==> config.mk <==
export PLATFORM = sky130hd
export DESIGN_NAME = match_ctrl_flat
export DESIGN_NICKNAME = d
export VERILOG_FILES = /design/src/rtl/pong_pkg.sv /design/src/rtl/match_ctrl_if.sv /design/src/rtl/lfsr5.sv /design/src/rtl/match_ctrl.sv /design/src/flat_wrapper.sv
export SDC_FILE = /design/constraint.sdc
export NUM_CORES = 1
export LEC_CHECK = 0
export CAP_MARGIN = 40
export CELL_PAD_IN_SITES_DETAIL_PLACEMENT = 0
export CELL_PAD_IN_SITES_GLOBAL_PLACEMENT = 1
export CORE_UTILIZATION = 45
export CTS_BUF_LIST = sky130_fd_sc_hd__clkbuf_8
export DETAILED_ROUTE_END_ITERATION = 8
export GPL_TIMING_DRIVEN = 0
export PLACE_DENSITY = 0.89
export SKIP_LAST_GASP = 1
export SYNTH_ARGS = -nofsm -noshare
export SYNTH_HDL_FRONTEND = slang
export SYNTH_HIERARCHICAL = 1
export SYNTH_SLANG_ARGS = --single-unit
==> constraint.sdc <==
create_clock -name clk -period 7.18 [get_ports clk]
set_input_delay 0.718 -clock clk [delete_from_list [all_inputs] [get_ports clk]]
set_output_delay 0.718 -clock clk [all_outputs]
set_load 0.005 [all_outputs]
==> src/rtl/pong_pkg.sv <==
// Shared types and constants for the pong match sequencer.
// State codes are fixed because the score display decodes them.
package pong_pkg;

  typedef enum logic [2:0] {
    ST_IDLE  = 3'd0,
    ST_SERVE = 3'd1,
    ST_RALLY = 3'd2,
    ST_POINT = 3'd3,
    ST_OVER  = 3'd4
  } state_t;

  localparam int SCORE_W = 4;
  localparam int SPEED_W = 5;
  localparam int LFSR_W  = 5;
  localparam int CNT_W   = 16;

  // x^5 + x^3 + 1: feedback from bits 4 and 2
  localparam logic [LFSR_W-1:0] LFSR_SEED = 5'b00001;
  localparam logic [LFSR_W-1:0] LFSR_TAPS = 5'b10100;

  function automatic logic [LFSR_W-1:0] lfsr_next(
    input logic [LFSR_W-1:0] q
  );
    return {q[LFSR_W-2:0], ^(q & LFSR_TAPS)};
  endfunction

  // A zero-length period behaves as one tick
  function automatic logic [CNT_W-1:0] cnt_lim(input int p);
    logic [31:0] v;
    v = p;
    return (p <= 0) ? 16'd1 : v[CNT_W-1:0];
  endfunction

endpackage

==> src/rtl/match_ctrl_if.sv <==
// Bundle between the match sequencer and its neighbours
// (ball block, start button, score display).
import pong_pkg::*;

interface match_ctrl_if;
  logic                      tick;
  logic                      start;
  logic                      out_left;
  logic                      out_right;
  logic                      ball_reset;
  logic [LFSR_W-1:0]         ball_entropy;
  logic signed [SPEED_W-1:0] ball_speed;
  logic [SCORE_W-1:0]        score_l;
  logic [SCORE_W-1:0]        score_r;
  logic [2:0]                state;
  logic                      winner;

  modport master (
    output tick, start, out_left, out_right,
    input  ball_reset, ball_entropy, ball_speed,
    input  score_l, score_r, state, winner
  );

  modport slave (
    input  tick, start, out_left, out_right,
    output ball_reset, ball_entropy, ball_speed,
    output score_l, score_r, state, winner
  );
endinterface

==> src/rtl/lfsr5.sv <==
// Free-running 5-bit Fibonacci LFSR used as serve entropy.
// Seeded non-zero, so the all-zero lock-up state is unreachable.
import pong_pkg::*;

module lfsr5 (
  input  logic              clk,
  input  logic              reset,
  output logic [LFSR_W-1:0] q
);

  always_ff @(posedge clk) begin
    if (reset) q <= LFSR_SEED;
    else       q <= lfsr_next(q);
  end

endmodule

==> src/rtl/match_ctrl.sv <==
// Match sequencer: serve, rally with speed ramp, point pause,
// scoring and game over for the pong ball datapath.
import pong_pkg::*;

module match_ctrl #(
  parameter int SERVE_TICKS = 1000,
  parameter int PAUSE_TICKS = 1000,
  parameter int RAMP_TICKS  = 4000,
  parameter int SPEED_INIT  = 4,
  parameter int SPEED_MAX   = 15,
  parameter int WIN_SCORE   = 9
) (
  input  logic         clk,
  input  logic         reset,
  match_ctrl_if.slave  bus
);

  localparam logic [CNT_W-1:0] SERVE_LIM = cnt_lim(SERVE_TICKS);
  localparam logic [CNT_W-1:0] PAUSE_LIM = cnt_lim(PAUSE_TICKS);
  localparam logic [CNT_W-1:0] RAMP_LIM  = cnt_lim(RAMP_TICKS);

  localparam logic [31:0] INIT_V = SPEED_INIT;
  localparam logic [31:0] MAX_V  = SPEED_MAX;
  localparam logic [31:0] WIN_V  = WIN_SCORE;

  localparam logic signed [SPEED_W-1:0] S_INIT = INIT_V[SPEED_W-1:0];
  localparam logic signed [SPEED_W-1:0] S_MAX  = MAX_V[SPEED_W-1:0];
  localparam logic [SCORE_W-1:0]        S_WIN  = WIN_V[SCORE_W-1:0];

  state_t                    state_q, state_d;
  logic [CNT_W-1:0]          cnt_q, cnt_d;
  logic [CNT_W-1:0]          ramp_q, ramp_d;
  logic signed [SPEED_W-1:0] speed_q, speed_d;
  logic                      brst_q, brst_d;
  logic [LFSR_W-1:0]         ent_q, ent_d;
  logic [SCORE_W-1:0]        sl_q, sl_d;
  logic [SCORE_W-1:0]        sr_q, sr_d;
  logic                      win_q, win_d;
  logic [LFSR_W-1:0]         lfsr_q;
  logic [CNT_W-1:0]          cnt_inc;
  logic [CNT_W-1:0]          ramp_inc;

  lfsr5 u_lfsr (
    .clk   (clk),
    .reset (reset),
    .q     (lfsr_q)
  );

  assign cnt_inc  = cnt_q + 16'd1;
  assign ramp_inc = ramp_q + 16'd1;

  always_ff @(posedge clk) begin
    if (reset) begin
      state_q <= ST_IDLE;
      cnt_q   <= '0;
      ramp_q  <= '0;
      speed_q <= '0;
      brst_q  <= 1'b1;
      ent_q   <= '0;
      sl_q    <= '0;
      sr_q    <= '0;
      win_q   <= 1'b0;
    end else begin
      state_q <= state_d;
      cnt_q   <= cnt_d;
      ramp_q  <= ramp_d;
      speed_q <= speed_d;
      brst_q  <= brst_d;
      ent_q   <= ent_d;
      sl_q    <= sl_d;
      sr_q    <= sr_d;
      win_q   <= win_d;
    end
  end

  always_comb begin
    state_d = state_q;
    cnt_d   = cnt_q;
    ramp_d  = ramp_q;
    speed_d = speed_q;
    brst_d  = brst_q;
    ent_d   = ent_q;
    sl_d    = sl_q;
    sr_d    = sr_q;
    win_d   = win_q;

    unique case (state_q)
      ST_IDLE, ST_OVER: begin
        if (bus.start) begin
          state_d = ST_SERVE;
          cnt_d   = '0;
          ent_d   = lfsr_q;
          brst_d  = 1'b1;
          speed_d = '0;
          sl_d    = '0;
          sr_d    = '0;
          win_d   = 1'b0;
        end
      end

      ST_SERVE: begin
        if (bus.tick) begin
          if (cnt_inc >= SERVE_LIM) begin
            state_d = ST_RALLY;
            brst_d  = 1'b0;
            speed_d = S_INIT;
            ramp_d  = '0;
          end else begin
            cnt_d = cnt_inc;
          end
        end
      end

      ST_RALLY: begin
        // Left exit has priority when both flags fire together
        if (bus.out_left) begin
          state_d = ST_POINT;
          sr_d    = sr_q + 4'd1;
          speed_d = '0;
          cnt_d   = '0;
        end else if (bus.out_right) begin
          state_d = ST_POINT;
          sl_d    = sl_q + 4'd1;
          speed_d = '0;
          cnt_d   = '0;
        end else if (bus.tick) begin
          if (ramp_inc >= RAMP_LIM) begin
            ramp_d = '0;
            if (speed_q < S_MAX) speed_d = speed_q + 5'sd1;
          end else begin
            ramp_d = ramp_inc;
          end
        end
      end

      ST_POINT: begin
        if (bus.tick) begin
          if (cnt_inc >= PAUSE_LIM) begin
            cnt_d  = '0;
            brst_d = 1'b1;
            if (sl_q == S_WIN || sr_q == S_WIN) begin
              state_d = ST_OVER;
              win_d   = (sr_q == S_WIN);
            end else begin
              state_d = ST_SERVE;
              ent_d   = lfsr_q;
            end
          end else begin
            cnt_d = cnt_inc;
          end
        end
      end

      default: begin
        state_d = ST_IDLE;
        brst_d  = 1'b1;
        speed_d = '0;
      end
    endcase
  end

  assign bus.ball_reset   = brst_q;
  assign bus.ball_entropy = ent_q;
  assign bus.ball_speed   = speed_q;
  assign bus.score_l      = sl_q;
  assign bus.score_r      = sr_q;
  assign bus.state        = state_q;
  assign bus.winner       = win_q;

endmodule
==> src/flat_wrapper.sv <==
// flat-port wrapper written by rule: the top's interface ports become plain ports
module match_ctrl_flat 
#(
  parameter int SERVE_TICKS = 1000,
  parameter int PAUSE_TICKS = 1000,
  parameter int RAMP_TICKS  = 4000,
  parameter int SPEED_INIT  = 4,
  parameter int SPEED_MAX   = 15,
  parameter int WIN_SCORE   = 9
)
  (clk, reset, bus_tick, bus_start, bus_out_left, bus_out_right, bus_ball_reset, bus_ball_entropy, bus_ball_speed, bus_score_l, bus_score_r, bus_state, bus_winner);
  match_ctrl_if bus_i ();
  input  logic clk;
  input  logic reset;
  input wire logic [$bits(bus_i.tick)-1:0] bus_tick;
  input wire logic [$bits(bus_i.start)-1:0] bus_start;
  input wire logic [$bits(bus_i.out_left)-1:0] bus_out_left;
  input wire logic [$bits(bus_i.out_right)-1:0] bus_out_right;
  output wire logic [$bits(bus_i.ball_reset)-1:0] bus_ball_reset;
  output wire logic [$bits(bus_i.ball_entropy)-1:0] bus_ball_entropy;
  output wire logic [$bits(bus_i.ball_speed)-1:0] bus_ball_speed;
  output wire logic [$bits(bus_i.score_l)-1:0] bus_score_l;
  output wire logic [$bits(bus_i.score_r)-1:0] bus_score_r;
  output wire logic [$bits(bus_i.state)-1:0] bus_state;
  output wire logic [$bits(bus_i.winner)-1:0] bus_winner;
  assign bus_i.tick = bus_tick;
  assign bus_i.start = bus_start;
  assign bus_i.out_left = bus_out_left;
  assign bus_i.out_right = bus_out_right;
  assign bus_ball_reset = bus_i.ball_reset;
  assign bus_ball_entropy = bus_i.ball_entropy;
  assign bus_ball_speed = bus_i.ball_speed;
  assign bus_score_l = bus_i.score_l;
  assign bus_score_r = bus_i.score_r;
  assign bus_state = bus_i.state;
  assign bus_winner = bus_i.winner;
  match_ctrl #(.SERVE_TICKS(SERVE_TICKS), .PAUSE_TICKS(PAUSE_TICKS), .RAMP_TICKS(RAMP_TICKS), .SPEED_INIT(SPEED_INIT), .SPEED_MAX(SPEED_MAX), .WIN_SCORE(WIN_SCORE)) u_core (.clk(clk), .reset(reset), .bus(bus_i));
endmodule
## Yosys cells after proc, flatten, opt, wreduce, memory -nomap -nowiden

Index checks and enable logic that the tools add are counted.

- Register bits after elaboration: 60
- Input port bits: 6
- Output and inout bits: 23
- Logic and storage cells: 115

- $add $sub $neg: 5
- $lt $le $gt $ge: 3
- Eq/ne operators: 23
- Mux-type cells: 55
- Bitwise operators: 2
- Reductions and logical operators: 17

Operators by type and width:

| kind | number |
|---|---|
| 2-to-1 mux 16 bit | 13 |
| one-hot mux 16 bit (4 select lines) | 1 |
| 2-to-1 mux 5 bit | 12 |
| adder 16 x 1 -> 16 bit, second input constant | 2 |
| one-hot mux 16 bit (2 select lines) | 1 |
| 2-to-1 mux 3 bit | 8 |
| AND reduction 6 bit | 4 |
| inequality test 2 bit, second input constant | 10 |
| one-hot mux 5 bit (4 select lines) | 1 |
| >= comparator 16 x 10 -> 1 bit, second input constant | 1 |
| >= comparator 16 x 12 -> 1 bit, second input constant | 1 |
| 2-to-1 mux 4 bit | 4 |
| one-hot mux 4 bit (2 select lines) | 2 |
| one-hot mux 3 bit (4 select lines) | 1 |
| one-hot mux 5 bit (2 select lines) | 1 |
| AND reduction 5 bit | 2 |
| 2-to-1 mux 1 bit | 9 |
| adder 4 x 1 -> 4 bit, second input constant | 2 |
| equality test 4 bit, second input constant | 2 |
| inequality test 4 x 3 -> 1 bit, second input constant | 2 |
| AND reduction 7 bit | 1 |
| equality test 3 x 2 -> 1 bit, second input constant | 2 |
| inequality test 2 x 1 -> 1 bit, second input constant | 3 |
| nonzero test 2 bit | 3 |
| 16 further kinds | 17 |

## Logic depth before layout (Yosys ltp)

- Word-level depth: 7
- Gate-level depth with buffers: 11
- Depth with buffers taken out: 9

## Hierarchy

Netlist, hierarchy kept.

Modules (own cells, without submodules):

| module | instances | cells each | area each (um^2) |
|---|---|---|---|
| match_ctrl | 1 | 391 | 3,143.0 |
| lfsr5 | 1 | 11 | 142.6 |

## Worst setup path before layout

Ideal clock, no wire load.

- Kind: register -> register
- Start: register u_core.cnt_q[1]
- End: register u_core.cnt_q[2]
- Library setup time: 0.058 ns
- Data arrival time: 2.683 ns
- Required time: 7.122 ns
- Setup slack: 4.439 ns
- Stages on the path, launching flop included: 12
- Buffers on the path: 2
- Cell sequence: dfxtp_1 > ha_1 > and3_1 > and3_1 > and4b_1 > o2bb2ai_1 > or3_4 > buf_6 > or4_4 > buf_6 > nor3b_1 > a211o_1

- Cells in the longest elaborated chain, start to end: 5
- Elaborated cells between the ends (all ways): 9
- Those cells by class: 1 x add/sub; 1 x order compare; 1 x eq/ne; 5 x mux; 1 x reduce/logical

RTL lines:

| element | line | text |
|---|---|---|
| start: declaration | match_ctrl.sv:31 | `logic [CNT_W-1:0] cnt_q, cnt_d;` |
| start signal: assignment | match_ctrl.sv:65 | `cnt_q <= cnt_d;` |
| adder 16 x 1 -> 16 bit (*) | match_ctrl.sv:49 | `assign cnt_inc = cnt_q + 16'd1;` |
| >= comparator 16 x 10 -> 1 bit | match_ctrl.sv:103, match_ctrl.sv:138 |  |
| 2-to-1 mux 16 bit | match_ctrl.sv:138 | `if (cnt_inc >= PAUSE_LIM) begin` |
| 2-to-1 mux 16 bit | match_ctrl.sv:137 | `if (bus.tick) begin` |
| one-hot mux 16 bit (4 select lines) | match_ctrl.sv:87 | `unique case (state_q)` |

Every way passes the cells marked *; elsewhere a longest branch is shown, timed or not. The select of a mux whose other input is x is not followed.
A chain may end at the register's enable or synchronous reset.

## Final worst setup path

- Start: register u_core.cnt_q[1]
- End: register u_core.ramp_q[11]

- Cells in the longest elaborated chain, start to end: 4

RTL lines:

| element | line | text |
|---|---|---|
| adder 16 x 1 -> 16 bit | match_ctrl.sv:49 |  |
| >= comparator 16 x 10 -> 1 bit | match_ctrl.sv:103 | `if (cnt_inc >= SERVE_LIM) begin` |
| inequality test 2 x 1 -> 1 bit (no line) | n/a |  |
| AND reduction 6 bit (no line) | n/a |  |
| end signal: assignment | match_ctrl.sv:66 | `ramp_q <= ramp_d;` |
| end: declaration | match_ctrl.sv:32 | `logic [CNT_W-1:0] ramp_q, ramp_d;` |

Every way passes these cells.

==> metrics.txt <==
run status finished, final reports clean; switching power as a share of total power 25.96%; Period minus WS final 3.310 ns; maximum fanout along the worst path 10; first-pass GRT wire length between 10000 and 15000 microns; start point of the worst hold path u_core/u_lfsr/q[3]; detailed-routed wire length on met3 approximately 530 microns; number of enable-type register cells in the synthesized netlist 0; total track usage between 20 and 25%; P per Cell Area between 150 and 200 nW/um^2; pins over their slew limit 0; count of unique library cells instantiated by Yosys between 60 and 70; reg-to-reg critical path startpoint u_core/cnt_q[1]; total via count in the routed design roughly 3100; clock sinks 60; nets around 450; Routed met1 length just over 4000 microns; setup clock skew after layout 0.009614 ns; pin count of the biggest net entering global routing 14; setup repair after global routing missed its margin false; DR iter-0 viols 259; estimated wirelength of the detail-placed design roughly 5600 microns; Cells after DPL about 530; wirelength, routed ~8100 microns; cell types with the highest counts after synthesis sky130_fd_sc_hd__dfxtp_1, sky130_fd_sc_hd__nor2_1, sky130_fd_sc_hd__nand2_1; number of global-route vias before repair roughly 2700; Worst slew margin a little under half; synthesis-to-layout area growth 18.16%; Ant. Diodes 0; post-synth top area share between 30% and 40%; CTS tree done; per-instance average area after synthesis a little over 8 sq um; number of buffers between clock root and the deepest sink 2; Synth Net Count between 400 and 500; sw power roughly 180 uW; final cycle utilization of the critical path a little under half; Synth area leader sky130_fd_sc_hd__dfxtp_1; count of final hold-check violations 0; sum of overflow across all layers after global routing 0; clock network latency to the later pin of the worst-skew pair ~0.34 ns; cells resized by post-CTS repair 0; Synth area leaders sky130_fd_sc_hd__dfxtp_1, sky130_fd_sc_hd__a21oi_1, sky130_fd_sc_hd__nor2_1; required time of the critical path approximately 7.4 ns; antenna viol nets, final 0; Port Buffer Count 27; highest routed metal layer met4; Setup crit start kind register; fraction of layout cells with a size suffix above 1 8.315%; part of the total power dissipated in sequential elements between 40% and 50%; most used standard cell by instance count after synthesis sky130_fd_sc_hd__dfxtp_1; Pint between 500 and 600 uW; part of the power in the clock network 45.4%; warning count from the yosys run 6; predominant post-synthesis flop cell sky130_fd_sc_hd__dfxtp_1; Clock transition at path regs approximately 0.08 ns; final standard cell count with taps included and fillers excluded 541; critical path capture point type register; worst-case reg-to-reg path depth 11; area of the die between 7000 and 8000 sq um; # hold bufs at CTS 0; summed instance area of the synthesized netlist between 3000 and 4000 sq um; boundary pin count 29; Site Rows 30; flops & latches, synth 60; met2 routed WL about 3400 microns; measured slew at the worst slew-check pin a little under 0.8 ns; starting density of the core between 40% and 50%; max frequency 302.1 MHz; deepest level of the CTS H-tree 3; area of the core 6907 sq um; asr flop ratio synth 0%; final setup fails 0; remaining design rule violation count 0; number of stages on the worst hold path 1; setup slack of the most critical reg-to-reg path about 3.9 ns; die extent in x 87.45 microns; detailed-router iteration count before antenna repair 6; number of antenna violations at the first check in global routing 0; number of buffers inserted during clock tree synthesis 9; number of setup buffers added after CTS 0; DIE HEIGHT roughly 87 microns; placer congestion estimate approximately 0.88; worst setup path class reg2reg; root buffer cell sky130_fd_sc_hd__clkbuf_8; share of power burned in combinational logic 5.9%; end point of the most critical hold path u_core/u_lfsr/q[4]; Hold/Removal Path Class reg2reg; final routed wire length divided by cell count ~15 microns; cell count after synthesis about 400; arrival time reported for the critical path endpoint 3.56 ns; Worst IR Drop VDD between 0.1 and 0.15 mV; part of the Yosys area used for sequential elements between 30% and 40%; Setup TNS Final 0 ns; Pleak between 1 and 1.5 nW; r2r endpoint u_core/ramp_q[11]; max_cap viols 0; routed vias/inst 5.810
[critical path, cell delays in order, from the launching register on]
cell                        delay (ns)
sky130_fd_sc_hd__dfxtp_1          0.45
sky130_fd_sc_hd__ha_1             0.36
sky130_fd_sc_hd__and3_1           0.34
sky130_fd_sc_hd__and3_1           0.25
sky130_fd_sc_hd__and4b_1          0.21
sky130_fd_sc_hd__o2bb2ai_1        0.09
sky130_fd_sc_hd__or3_4            0.40
sky130_fd_sc_hd__buf_6            0.15
sky130_fd_sc_hd__a31oi_2          0.34
sky130_fd_sc_hd__buf_2            0.29
sky130_fd_sc_hd__a21oi_1          0.07
sky130_fd_sc_hd__o32ai_1          0.26
[stage by stage]
| step | util, % | instance area, sq um | hold slack [ns] | total power [mW] | setup slack [ns] |
|---|---|---|---|---|---|
| 2_1_floorplan | - | 3286 | 0.4378 | 0.3718 | 4.439 |
| 3_5_place_dp | 53.22 | 3676 | 0.4636 | 0.3887 | 3.778 |
| 3_3_place_gp | 53.22 | 3676 | 0.4459 | 0.3883 | 3.828 |
| 5_1_grt | 56.21 | 3882 | 0.4850 | 0.7274 | 3.661 |
| 4_1_cts | 56.21 | 3882 | 0.4764 | 0.7057 | 3.888 |
| 6_report | 56.21 | 3882 | 0.4731 | 0.6989 | 3.870 |
[area by class of cell]
class / count / area (sq um)
timing repair buffer: 27 / 270.3
clock buffer: 9 / 123.9
fill: 663 / 3024
clock inverter: 7 / 82.58
tap: 96 / 120.1
sequential: 60 / 1201
multi-input combinational: 300 / 1904
inverter: 22 / 82.58
buffer: 20 / 97.59
[cell usage in the layout (no fill, tap or decap), types with 5 or more instances in the layout]
| cell | netlist | routed |
|---|---|---|
| sky130_fd_sc_hd__a211o_1 | 6 | 6 |
| sky130_fd_sc_hd__a21oi_1 | 26 | 26 |
| sky130_fd_sc_hd__a311oi_1 | 5 | 5 |
| sky130_fd_sc_hd__a31oi_1 | 7 | 7 |
| sky130_fd_sc_hd__and2_1 | 8 | 8 |
| sky130_fd_sc_hd__and3_1 | 15 | 15 |
| sky130_fd_sc_hd__clkbuf_1 | 12 | 12 |
| sky130_fd_sc_hd__clkbuf_8 | 0 | 9 |
| sky130_fd_sc_hd__clkdlybuf4s50_1 | 0 | 27 |
| sky130_fd_sc_hd__dfxtp_1 | 60 | 60 |
| sky130_fd_sc_hd__ha_1 | 7 | 7 |
| sky130_fd_sc_hd__inv_1 | 21 | 21 |
| sky130_fd_sc_hd__mux2i_1 | 8 | 8 |
| sky130_fd_sc_hd__nand2_1 | 29 | 29 |
| sky130_fd_sc_hd__nand2b_1 | 8 | 8 |
| sky130_fd_sc_hd__nand3_1 | 20 | 20 |
| sky130_fd_sc_hd__nand4_1 | 14 | 14 |
| sky130_fd_sc_hd__nor2_1 | 33 | 33 |
| sky130_fd_sc_hd__nor3_1 | 16 | 16 |
| sky130_fd_sc_hd__nor4_1 | 7 | 7 |
| sky130_fd_sc_hd__o21ai_0 | 8 | 8 |
| sky130_fd_sc_hd__o32ai_1 | 9 | 9 |
| sky130_fd_sc_hd__or3_1 | 9 | 9 |
[state kept, by name, summed over array words and instances, names as in the netlist]
signal and count:
u_core/bus.ball_entropy 5, u_core/bus.score_r 4, u_core/bus.ball_reset 1, u_core/u_lfsr/q 5
u_core/bus.state 3, u_core/bus.score_l 4, u_core/bus.ball_speed 5, u_core/bus.winner 1
u_core/ramp_q 16, u_core/cnt_q 16
[power by group through the flow]
| stage | Combinational [mW] | Sequential (mW) | Clock (mW) |
|---|---|---|---|
| floorplan | 0.0245 | 0.347 | 0 |
| global placement | 0.0405 | 0.348 | 0 |
| detailed placement | 0.0409 | 0.348 | 0 |
| CTS | 0.0410 | 0.340 | 0.325 |
| global route | 0.0452 | 0.341 | 0.341 |
| finish | 0.0412 | 0.340 | 0.318 |
[kinds of logic after synthesis]
| logic type | after synthesis | share of synthesized area [%] |
|---|---|---|
| buffers and inverters | 42 | 5.484 |
| AO/OA/AOI/OAI | 92 | 19.76 |
| multiplexers | 9 | 2.780 |
| adder cells (fa/ha/maj) | 7 | 2.666 |
| flip-flops | 60 | 36.56 |
| XOR/XNOR | 8 | 2.132 |
| AND/OR/NAND/NOR | 184 | 30.62 |
[worst max-delay path by stage]
stage | to | from | slack (ns)
floorplan | u_core/cnt_q[2] | u_core/cnt_q[1] | 4.44
global placement | u_core/cnt_q[15] | bus_out_left | 3.83
detailed placement | u_core/cnt_q[15] | bus_out_left | 3.78
CTS | u_core/cnt_q[8] | u_core/cnt_q[1] | 3.89
global route | u_core/cnt_q[8] | u_core/cnt_q[1] | 3.66
finish | u_core/ramp_q[11] | u_core/cnt_q[1] | 3.87
[per-layer routing]
layer | vias to the layer above | track usage (%)
met5 | - | 0
met4 | 0 | 6.259
met3 | 8 | 5.403
met2 | 95 | 32.32
met1 | 1463 | 32.06
li1 | 1577 | -
Power figures use the tool's default switching activity.
